**src/rtl/ntt_stage_controller.sv**
```systemverilog
// ntt_stage_controller
//
// Sequences one complete in-place N-point NTT or INTT over a dual-port
// coefficient RAM. Each cycle in RUN it issues one butterfly: the RAM read
// address pair, the twiddle ROM address pair and the radix_2 select. The read
// address pair, together with its strobe, goes through a D-deep shift register
// (D = 1 + BF_LATENCY, covering one cycle of RAM read latency plus the
// butterfly pipe). That delayed copy becomes the write-back strobe and
// addresses. After every stage the sequencer drains for D cycles. As a result,
// the next stage never reads a word whose update is still in flight.
//
// Ports
//   clk, rst             clock (rising edge), asynchronous active-high reset
//   start, mode          transform request and direction (0 NTT, 1 INTT);
//                        both are sampled only in IDLE
//   busy, done           busy covers RUN+DRAIN; done pulses for one cycle in FIN
//   rd_en, rd_addr_1/2   RAM read strobe and operand address pair
//   tw_addr_1/2          twiddle ROM addresses (tw_addr_1 is always the unity entry)
//   bf_select            radix_2 select; equals the latched mode while busy
//   wr_en, wr_addr_1/2   RAM write strobe and addresses (the reads, delayed by D)
//   stage                current stage index
//   fsm_state            controller state, exposed for debug
//
// Handshake: there is no back-pressure. A start seen at a clock edge while in
// IDLE is accepted unconditionally. A start seen in any other state is ignored.
// Every output is decoded from registers only.
module ntt_stage_controller #(
  parameter int width      = 16,
  parameter int N          = 256,
  parameter int LOG_N      = 8,
  parameter int BF_LATENCY = 2
) (
  input  logic             clk,
  input  logic             rst,
  input  logic             start,
  input  logic             mode,
  output logic             busy,
  output logic             done,
  output logic             rd_en,
  output logic [LOG_N-1:0] rd_addr_1,
  output logic [LOG_N-1:0] rd_addr_2,
  output logic [LOG_N-2:0] tw_addr_1,
  output logic [LOG_N-2:0] tw_addr_2,
  output logic             bf_select,
  output logic             wr_en,
  output logic [LOG_N-1:0] wr_addr_1,
  output logic [LOG_N-1:0] wr_addr_2,
  output logic [LOG_N-1:0] stage,
  output logic [1:0]       fsm_state
);

  localparam int D    = 1 + BF_LATENCY;
  localparam int HALF = N / 2;
  localparam int CW   = (D > 1) ? $clog2(D) : 1;

  generate
    if ((N != (1 << LOG_N)) || (LOG_N < 2) || (width < 1) || (BF_LATENCY < 0)) begin : g_bad_param
      $error("ntt_stage_controller: illegal parameter set");
    end
  endgenerate

  typedef enum logic [1:0] {
    S_IDLE  = 2'd0,
    S_RUN   = 2'd1,
    S_DRAIN = 2'd2,
    S_FIN   = 2'd3
  } state_e;

  state_e           state_q, state_d;
  logic             mode_q, mode_d;
  logic [LOG_N-1:0] s_q, s_d;
  logic [LOG_N-2:0] k_q, k_d;
  logic [CW-1:0]    dc_q, dc_d;

  // ---------------------------------------------------------------------------
  // State register
  // ---------------------------------------------------------------------------
  always_ff @(posedge clk or posedge rst) begin
    if (rst) begin
      state_q <= S_IDLE;
      mode_q  <= 1'b0;
      s_q     <= '0;
      k_q     <= '0;
      dc_q    <= '0;
    end else begin
      state_q <= state_d;
      mode_q  <= mode_d;
      s_q     <= s_d;
      k_q     <= k_d;
      dc_q    <= dc_d;
    end
  end

  // ---------------------------------------------------------------------------
  // Next-state logic
  // ---------------------------------------------------------------------------
  always_comb begin
    state_d = state_q;
    mode_d  = mode_q;
    s_d     = s_q;
    k_d     = k_q;
    dc_d    = dc_q;
    case (state_q)
      S_IDLE: begin
        if (start) begin
          state_d = S_RUN;
          mode_d  = mode;
          s_d     = '0;
          k_d     = '0;
        end
      end
      S_RUN: begin
        if (k_q == (LOG_N-1)'(HALF - 1)) begin
          state_d = S_DRAIN;
          dc_d    = '0;
        end else begin
          k_d = k_q + (LOG_N-1)'(1);
        end
      end
      S_DRAIN: begin
        // The final DRAIN cycle is the cycle in which the stage's last write lands.
        if (dc_q == CW'(D - 1)) begin
          if (s_q == LOG_N'(LOG_N - 1)) begin
            state_d = S_FIN;
          end else begin
            state_d = S_RUN;
            s_d     = s_q + LOG_N'(1);
            k_d     = '0;
          end
        end else begin
          dc_d = dc_q + CW'(1);
        end
      end
      S_FIN: begin
        state_d = S_IDLE;
      end
      default: begin
        state_d = S_IDLE;
      end
    endcase
  end

  // ---------------------------------------------------------------------------
  // Address generation. span is a power of two 2^sh. Therefore j = k mod span is
  // a mask, and g*2*span = (k with the low sh bits cleared) << 1.
  // ---------------------------------------------------------------------------
  logic             rd_active;
  logic [LOG_N-1:0] kx, sh, ts, span, mask, j, a1, a2;
  logic [LOG_N-2:0] tw2;

  always_comb begin
    kx   = {1'b0, k_q};
    sh   = mode_q ? s_q : (LOG_N'(LOG_N - 1) - s_q);
    ts   = mode_q ? (LOG_N'(LOG_N - 1) - s_q) : s_q;
    span = LOG_N'(1) << sh;
    mask = span - LOG_N'(1);
    j    = kx & mask;
    a1   = ((kx & ~mask) << 1) | j;
    a2   = a1 | span;                // bit sh of a1 is always clear
    tw2  = (LOG_N-1)'(j << ts);
  end

  assign rd_active = (state_q == S_RUN);

  // ---------------------------------------------------------------------------
  // Write-back pipe: a read issued in cycle c appears as a write in cycle c+D
  // ---------------------------------------------------------------------------
  logic [D-1:0]            pv_q;
  logic [D-1:0][LOG_N-1:0] pa1_q, pa2_q;

  always_ff @(posedge clk or posedge rst) begin
    if (rst) begin
      pv_q  <= '0;
      pa1_q <= '0;
      pa2_q <= '0;
    end else begin
      pv_q[0]  <= rd_active;
      pa1_q[0] <= rd_addr_1;
      pa2_q[0] <= rd_addr_2;
      for (int i = 1; i < D; i++) begin
        pv_q[i]  <= pv_q[i-1];
        pa1_q[i] <= pa1_q[i-1];
        pa2_q[i] <= pa2_q[i-1];
      end
    end
  end

  // ---------------------------------------------------------------------------
  // Outputs. Addresses are forced to zero when no access is in progress.
  // ---------------------------------------------------------------------------
  assign busy      = (state_q == S_RUN) || (state_q == S_DRAIN);
  assign done      = (state_q == S_FIN);
  assign rd_en     = rd_active;
  assign rd_addr_1 = rd_active ? a1 : '0;
  assign rd_addr_2 = rd_active ? a2 : '0;
  assign tw_addr_1 = '0;
  assign tw_addr_2 = rd_active ? tw2 : '0;
  assign bf_select = busy & mode_q;
  assign wr_en     = pv_q[D-1];
  assign wr_addr_1 = pa1_q[D-1];
  assign wr_addr_2 = pa2_q[D-1];
  assign stage     = s_q;
  assign fsm_state = state_q;

endmodule
```
**config.mk**
```make
export PLATFORM = sky130hd
export DESIGN_NAME = ntt_stage_controller
export DESIGN_NICKNAME = d
export VERILOG_FILES = /design/src/rtl/ntt_stage_controller.sv
export SDC_FILE = /design/constraint.sdc
export NUM_CORES = 1
export LEC_CHECK = 0
export CAP_MARGIN = 0
export CELL_PAD_IN_SITES_DETAIL_PLACEMENT = 2
export CELL_PAD_IN_SITES_GLOBAL_PLACEMENT = 2
export CORE_MARGIN = 1
export CORE_UTILIZATION = 40
export CTS_CLUSTER_SIZE = 14
export DETAILED_ROUTE_END_ITERATION = 7
export DONT_BUFFER_PORTS = 1
export PLACE_DENSITY = 0.81
export REMOVE_ABC_BUFFERS = 1
export SYNTH_ARGS = -nofsm -noshare
export SYNTH_HDL_FRONTEND = slang
export SYNTH_SLANG_ARGS = --single-unit
```
**constraint.sdc**
```tcl
create_clock -name clk -period 6.25 [get_ports clk]
set_input_delay 1.875 -clock clk [delete_from_list [all_inputs] [get_ports clk]]
set_output_delay 1.875 -clock clk [all_outputs]
set_load 0.03 [all_outputs]
```
### Word-level counts from Yosys, hierarchy flattened

Index checks and enable logic that the tools add are counted.

* reductions and logical operators: 10
* shifts and indexed selects: 2
* add/sub/neg operators: 5
* equality and inequality tests: 12
* bitwise operators: 6
* muxes and demuxes: 22

Operators with widths (number)
* $mux W8: 7
* $mux W7: 5
* $pmux W7 S3: 1
* $or A8 B8 Y8: 2
* $pmux W8 S2: 1
* $mux W2: 6
* $ne A2 B2 Y1 const B: 5
* $add A8 B1 Y8 const B: 1
* $and A7 B8 Y8: 1
* $eq A8 B3 Y1 const B: 1
* $pmux W2 S4: 1
* $shl A1 B8 Y8 const A: 1
* $shl A8 B8 Y7: 1
* $sub A3 B8 Y8 const A: 1
* $sub A8 B1 Y8 const B: 1
* $add A7 B1 Y7 const B: 1
* $and A7 B7 Y7: 1
* $eq A7 B7 Y1 const B: 1
* $not A7 Y7: 1
* $eq A2 B2 Y1 const B: 3
* $reduce_and A3 Y1: 2
* $reduce_and A5 Y1: 1
* $pmux W2 S2: 1
* $reduce_and A4 Y1: 1
* 9 further kinds: 10

* register bits: 71
* output and inout port bits: 61
* logic and storage cells: 69
* bits of input ports: 4

### Longest topological paths before layout

* depth after elaboration: 9
* mapped depth: 15
* depth with buffers taken out: 13

### Least setup slack after synthesis

Ideal clock, no wire load.

* path type: reg2out
* start: reg s_q[3] (netlist: stage[3])
* end: out rd_addr_2[2]
* arrival: 4481 ps
* stages on the path, launching flop included: 16
* path slack: -106 ps
* required time: 4375 ps
* buffers on the path: 2
* path through: dfrtp_1 -> clkbuf_1 -> inv_2 -> ha_1 -> nor4bb_1 -> a21oi_1 -> or2_0 -> buf_2 -> o22ai_1 -> nand2_1 -> ha_1 -> or3_1 -> o221ai_1 -> nand2_1 -> a21boi_0 -> a31o_2

* word-level cells in the longest chain between the ends: 9
* elaborated cells on any way between the ends: 10
* classes of those cells: 2 x add/sub; 1 x shift; 2 x mux; 5 x bitwise

RTL lines
* start, declared: line 71 `logic [LOG_N-1:0] s_q, s_d;`
* start signal, assigned: line 82 `s_q <= '0;`
* start signal, assigned: line 88 `s_q <= s_d;`
* $sub A3 B8 Y8: line 153 `sh = mode_q ? s_q : (LOG_N'(LOG_N - 1) - s_q);`
* $mux W8 *: line 153
* $shl A1 B8 Y8 *: line 155 `span = LOG_N'(1) << sh;`
* $sub A8 B1 Y8: line 156 `mask = span - LOG_N'(1);`
* $not A7 Y7: line 158 `a1 = ((kx & ~mask) << 1) | j;`
* $and A7 B7 Y7: line 158
* $or A8 B8 Y8: line 158
* $or A8 B8 Y8 *: line 159 `a2 = a1 | span;`
* $mux W8 *: line 195 `assign rd_addr_2 = rd_active ? a2 : '0;`
* end, declared: line 41 `output logic [LOG_N-1:0] rd_addr_2,`

Every way passes the cells marked *; elsewhere a longest branch is shown, timed or not.

### Final worst setup path

* start: reg s_q[3] (netlist: stage[3])
* end: out tw_addr_2[6]

* word-level cells in the longest chain between the ends: 7
* elaborated cells on any way between the ends: 8
* classes of those cells: 2 x add/sub; 2 x shift; 3 x mux; 1 x bitwise

RTL lines
* $sub A3 B8 Y8: line 153, 154
* $mux W8: line 153
* $shl A1 B8 Y8: line 155
* $sub A8 B1 Y8: line 156
* $and A7 B8 Y8: line 157 `j = kx & mask;`
* $shl A8 B8 Y7 *: line 160 `tw2 = (LOG_N-1)'(j << ts);`
* $mux W7 *: line 197 `assign tw_addr_2 = rd_active ? tw2 : '0;`
* end, declared: line 43 `output logic [LOG_N-2:0] tw_addr_2,`

Marked as above.

==> metrics.md <==
| Metric | Value |
|---|---|
| Status | `completed` |
| Layout cells sized above 1 | `17.55%` |
| Arrival time of the worst setup path | `4180 ps` |
| Worst-path fanout max | `7` |
| Most frequent CP cell | `ha_1` |
| Worst R2R Path Depth | `14` |
| Fmax | `0.1652 GHz` |
| Cells after Synth | `352` |
| Synth area leaders | `dfrtp_1 50%, buf_4 4.9%, ha_1 3.5%, nand2_1 3.3%, o21ai_0 2.8%` |
| P_leak | `1.646 nW` |
| Max incr delay on CP | `430 ps` |
| Die X | `96.30 um` |
| Dpl ws | `356.6 ps` |
| Detailed Routing Iterations Pass 1 | `4` |
| Post-Layout Cell Count | `467` |
| Ys async rst share | `100.0%` |
| Post-route ant nets | `0` |
| CTS Root Cell | `clkbuf_8` |
| Hold buffers post-CTS | `0` |
| CP Capture Type | `output port` |
| Seq/Total Area, Yosys | `49.95%` |
| Setup TNS | `0 ps` |
| Largest net degree at the start of global routing | `51` |
| Startpoint Class | `register` |
| Die Area | `9274 um2` |
| Avg Synthesized Cell Area | `10.11 um2` |
| Final nets | `368` |
| Final worst path period need | `6052 ps` |
| Diodes inserted | `0` |
| DP Wirelength | `7.450 mm` |
| DR WL/cell | `21.87 um` |
| Slowest CP cell | `dfrtp_1` |
| Sequential power share | `53.8%` |
| Clock tree buffer depth | `2` |
| GRT Residual Overflow | `0` |
| Fin. Hold Viols | `0` |
| EDFF count, synth | `0` |
| Switching Power | `0.2070 mW` |
| Placeable Area | `8678 um2` |
| Post-synth top flop | `dfrtp_1` |
| Vias in the first global route | `3007` |
| CTS tree | `yes` |
| Global Route Usage Sum | `24.07%` |
| Clk pwr share | `44.5%` |
| Setup ws final | `197.8 ps` |
| Logic pwr share | `1.7%` |
| Clk_lat worst skew | `360 ps` |
| CP cell instances | `inv_2, ha_1, nor4bb_1, a21oi_1, o32a_4, nor2_2, inv_1, ha_1, or3_1, o221ai_2, a32o_1, a211oi_1, a2111oi_2, buf_4` |
| Post-route cell area | `3880 um2` |
| Area share of the largest cell type after synthesis | `49.95%` |
| DRC Markers | `0` |
| Initial core utilization | `40.99%` |
| Total of max-cap violations | `0` |
| Clk slew on worst S/H paths | `90 ps` |
| Critical setup path kind | `reg -> out` |
| Warnings, synthesis | `0` |
| Final slew viol count | `0` |
| Placed insts | `450` |
| Cell internal pwr | `0.6461 mW` |
| First-pass GRT wire length | `16.19 mm` |
| CTS sink cnt | `71` |
| Die Y | `96.30 um` |
| Routability cong. | `0.8366` |
| Vias per cell | `5.880` |
| Clk_skew | `18.15 ps` |
| Final setup fails | `0` |
| Initial antenna violation count | `0` |
| Final Cycle Share | `96.84%` |
| PwrDens | `219.9 nW/um2` |
| Slew HR | `21.09%` |
| Flops & latches, synth | `71` |
| WP data required | `4380 ps` |
| Hold Path Class | `reg -> reg` |
| Num CTS Buffers | `9` |
| Initial DRC Count | `108` |
| DP Area | `3655 um2` |
| Peak VDD IR | `0.00007883 V` |
| Area leader, netlist | `dfrtp_1` |
| Syn-to-layout area delta | `9.075%` |
| # port buffers | `0` |
| Row count | `34` |
| WHS Path Cells | `0` |
| Setup slack, reg-to-reg | `2400 ps` |
| H-tree depth | `3` |
| Total length of routed wires | `10.22 mm` |
| Slew at the pin closest to its max-slew limit | `1171 ps` |
| Switch share | `24.26%` |
| Cell Area, Synth | `3557 um2` |
| Yosys cell types | `64` |
| Routed vias | `2746` |
| Ports | `65` |
==> routing by layer <==
metal | track usage (%) | part of all wire [%]
met5 | 0 | 0
met4 | 8.824 | 2.2
met3 | 6.477 | 6.0
met2 | 41.25 | 51
met1 | 28.88 | 40
==> path summary, 6_finish.rpt <==
path	from	to
setup / recovery	stage[3]	tw_addr_2[6]
hold / removal	pa2_q[1]	pa2_q[9]
setup reg to reg	stage[3]	pa2_q[7]
hold reg to reg	pa2_q[1]	pa2_q[9]
max in group asynchronous	rst	k_q[5]
min in group asynchronous	rst	pa1_q[6]
==> cells by family after synthesis <==
family,after synthesis,share of synthesized area [%]
other,1,0.1054
adders and majority gates,10,3.517
buffers and inverters,55,8.547
DFF,71,49.95
and+or+nand+nor,113,16.11
xor gates and xnor gates,7,1.724
muxes,3,0.8794
AOI/OAI and AO/OA,92,19.17
==> sequential cells by signal, summed over array words and instances, names as in the netlist <==
signal / flops
pv_q: 3
pa1_q: 16
pa2_q: 16
k_q: 7
wr_addr_1: 8
stage: 8
dc_q: 2
wr_addr_2: 8
mode_q: 1
fsm_state: 2
==> placed cells by master (no fill, tap or decap), drive strengths merged, types with 5 or more instances in the layout <==
cell    Yosys  layout
nor2b       5       5
nor3        9       9
ha         10      10
clkbuf     13      11
buf        29      26
o21ai      21      21
a21oi      17      17
nand2      31      31
inv        13      15
or3         5       5
xnor2       5       5
nand3      11      11
conb        1       7
o21bai      5       5
dfrtp      71      71
nor2       26      26
==> synth_stat cells (4+ instances only) <==
master and n:
a21oi_1 17, a32o_1 4, and2_1 4, and3_1 4
buf_4 23, clkbuf_1 13, dfrtp_1 71, ha_1 10
inv_1 12, nand2_1 31, nand3_1 11, nor2_1 26
nor2b_1 5, nor3_1 9, o21a_1 4, o21ai_0 20
o21bai_1 5, o221ai_1 4, o31ai_1 4, or3_1 5
xnor2_1 5
==> final cells by class <==
cell class / instances / area, um2
Multi-Input combinational cell: 232 / 1520
Clock inverter: 6 / 67.56
Timing Repair Buffer: 27 / 202.7
Sequential cell: 71 / 1778
Inverter: 13 / 48.80
Clock buffer: 10 / 127.6
Fill cell: 940 / 4798
Tap cell: 108 / 135.1
==> timing repair <==
| action | in CTS | in global routing |
|---|---|---|
| setup buffers | 0 | 1 |
| endpoints found under the hold margin | 0 | 0 |
| pin swaps | 1 | 2 |
| endpoints found under the setup margin | 2 | 4 |
| resized for setup | 1 | 4 |
==> power groups by stage <==
stage	registers [mW]	logic, mW	clock network (mW)
2_1_floorplan	0.468	0.0122	0
3_3_place_gp	0.468	0.0149	0
3_5_place_dp	0.468	0.0151	0
4_1_cts	0.459	0.0151	0.387
5_1_grt	0.459	0.0170	0.407
6_report	0.459	0.0146	0.380
==> worst max-delay path: cells and delay by family, from the launching register on <==
| family | cells | cell delay, ps |
|---|---|---|
| and+or+nand+nor | 3 | 890 |
| DFF | 1 | 430 |
| AOI/OAI and AO/OA | 6 | 1520 |
| buffers and inverters | 3 | 380 |
| adders and majority gates | 2 | 580 |
==> metrics by stage <==
stage          hold slack, ps  power (mW)  util, %
6_report                352.2      0.8530    44.71
5_1_grt                 365.5      0.8827    44.71
4_1_cts                 354.3      0.8612    44.43
3_5_place_dp            336.5      0.4832    42.11
3_3_place_gp            331.0      0.4830    42.11
2_1_floorplan           331.2      0.4803        -
Note: power is estimated with default switching activity, not from simulation.
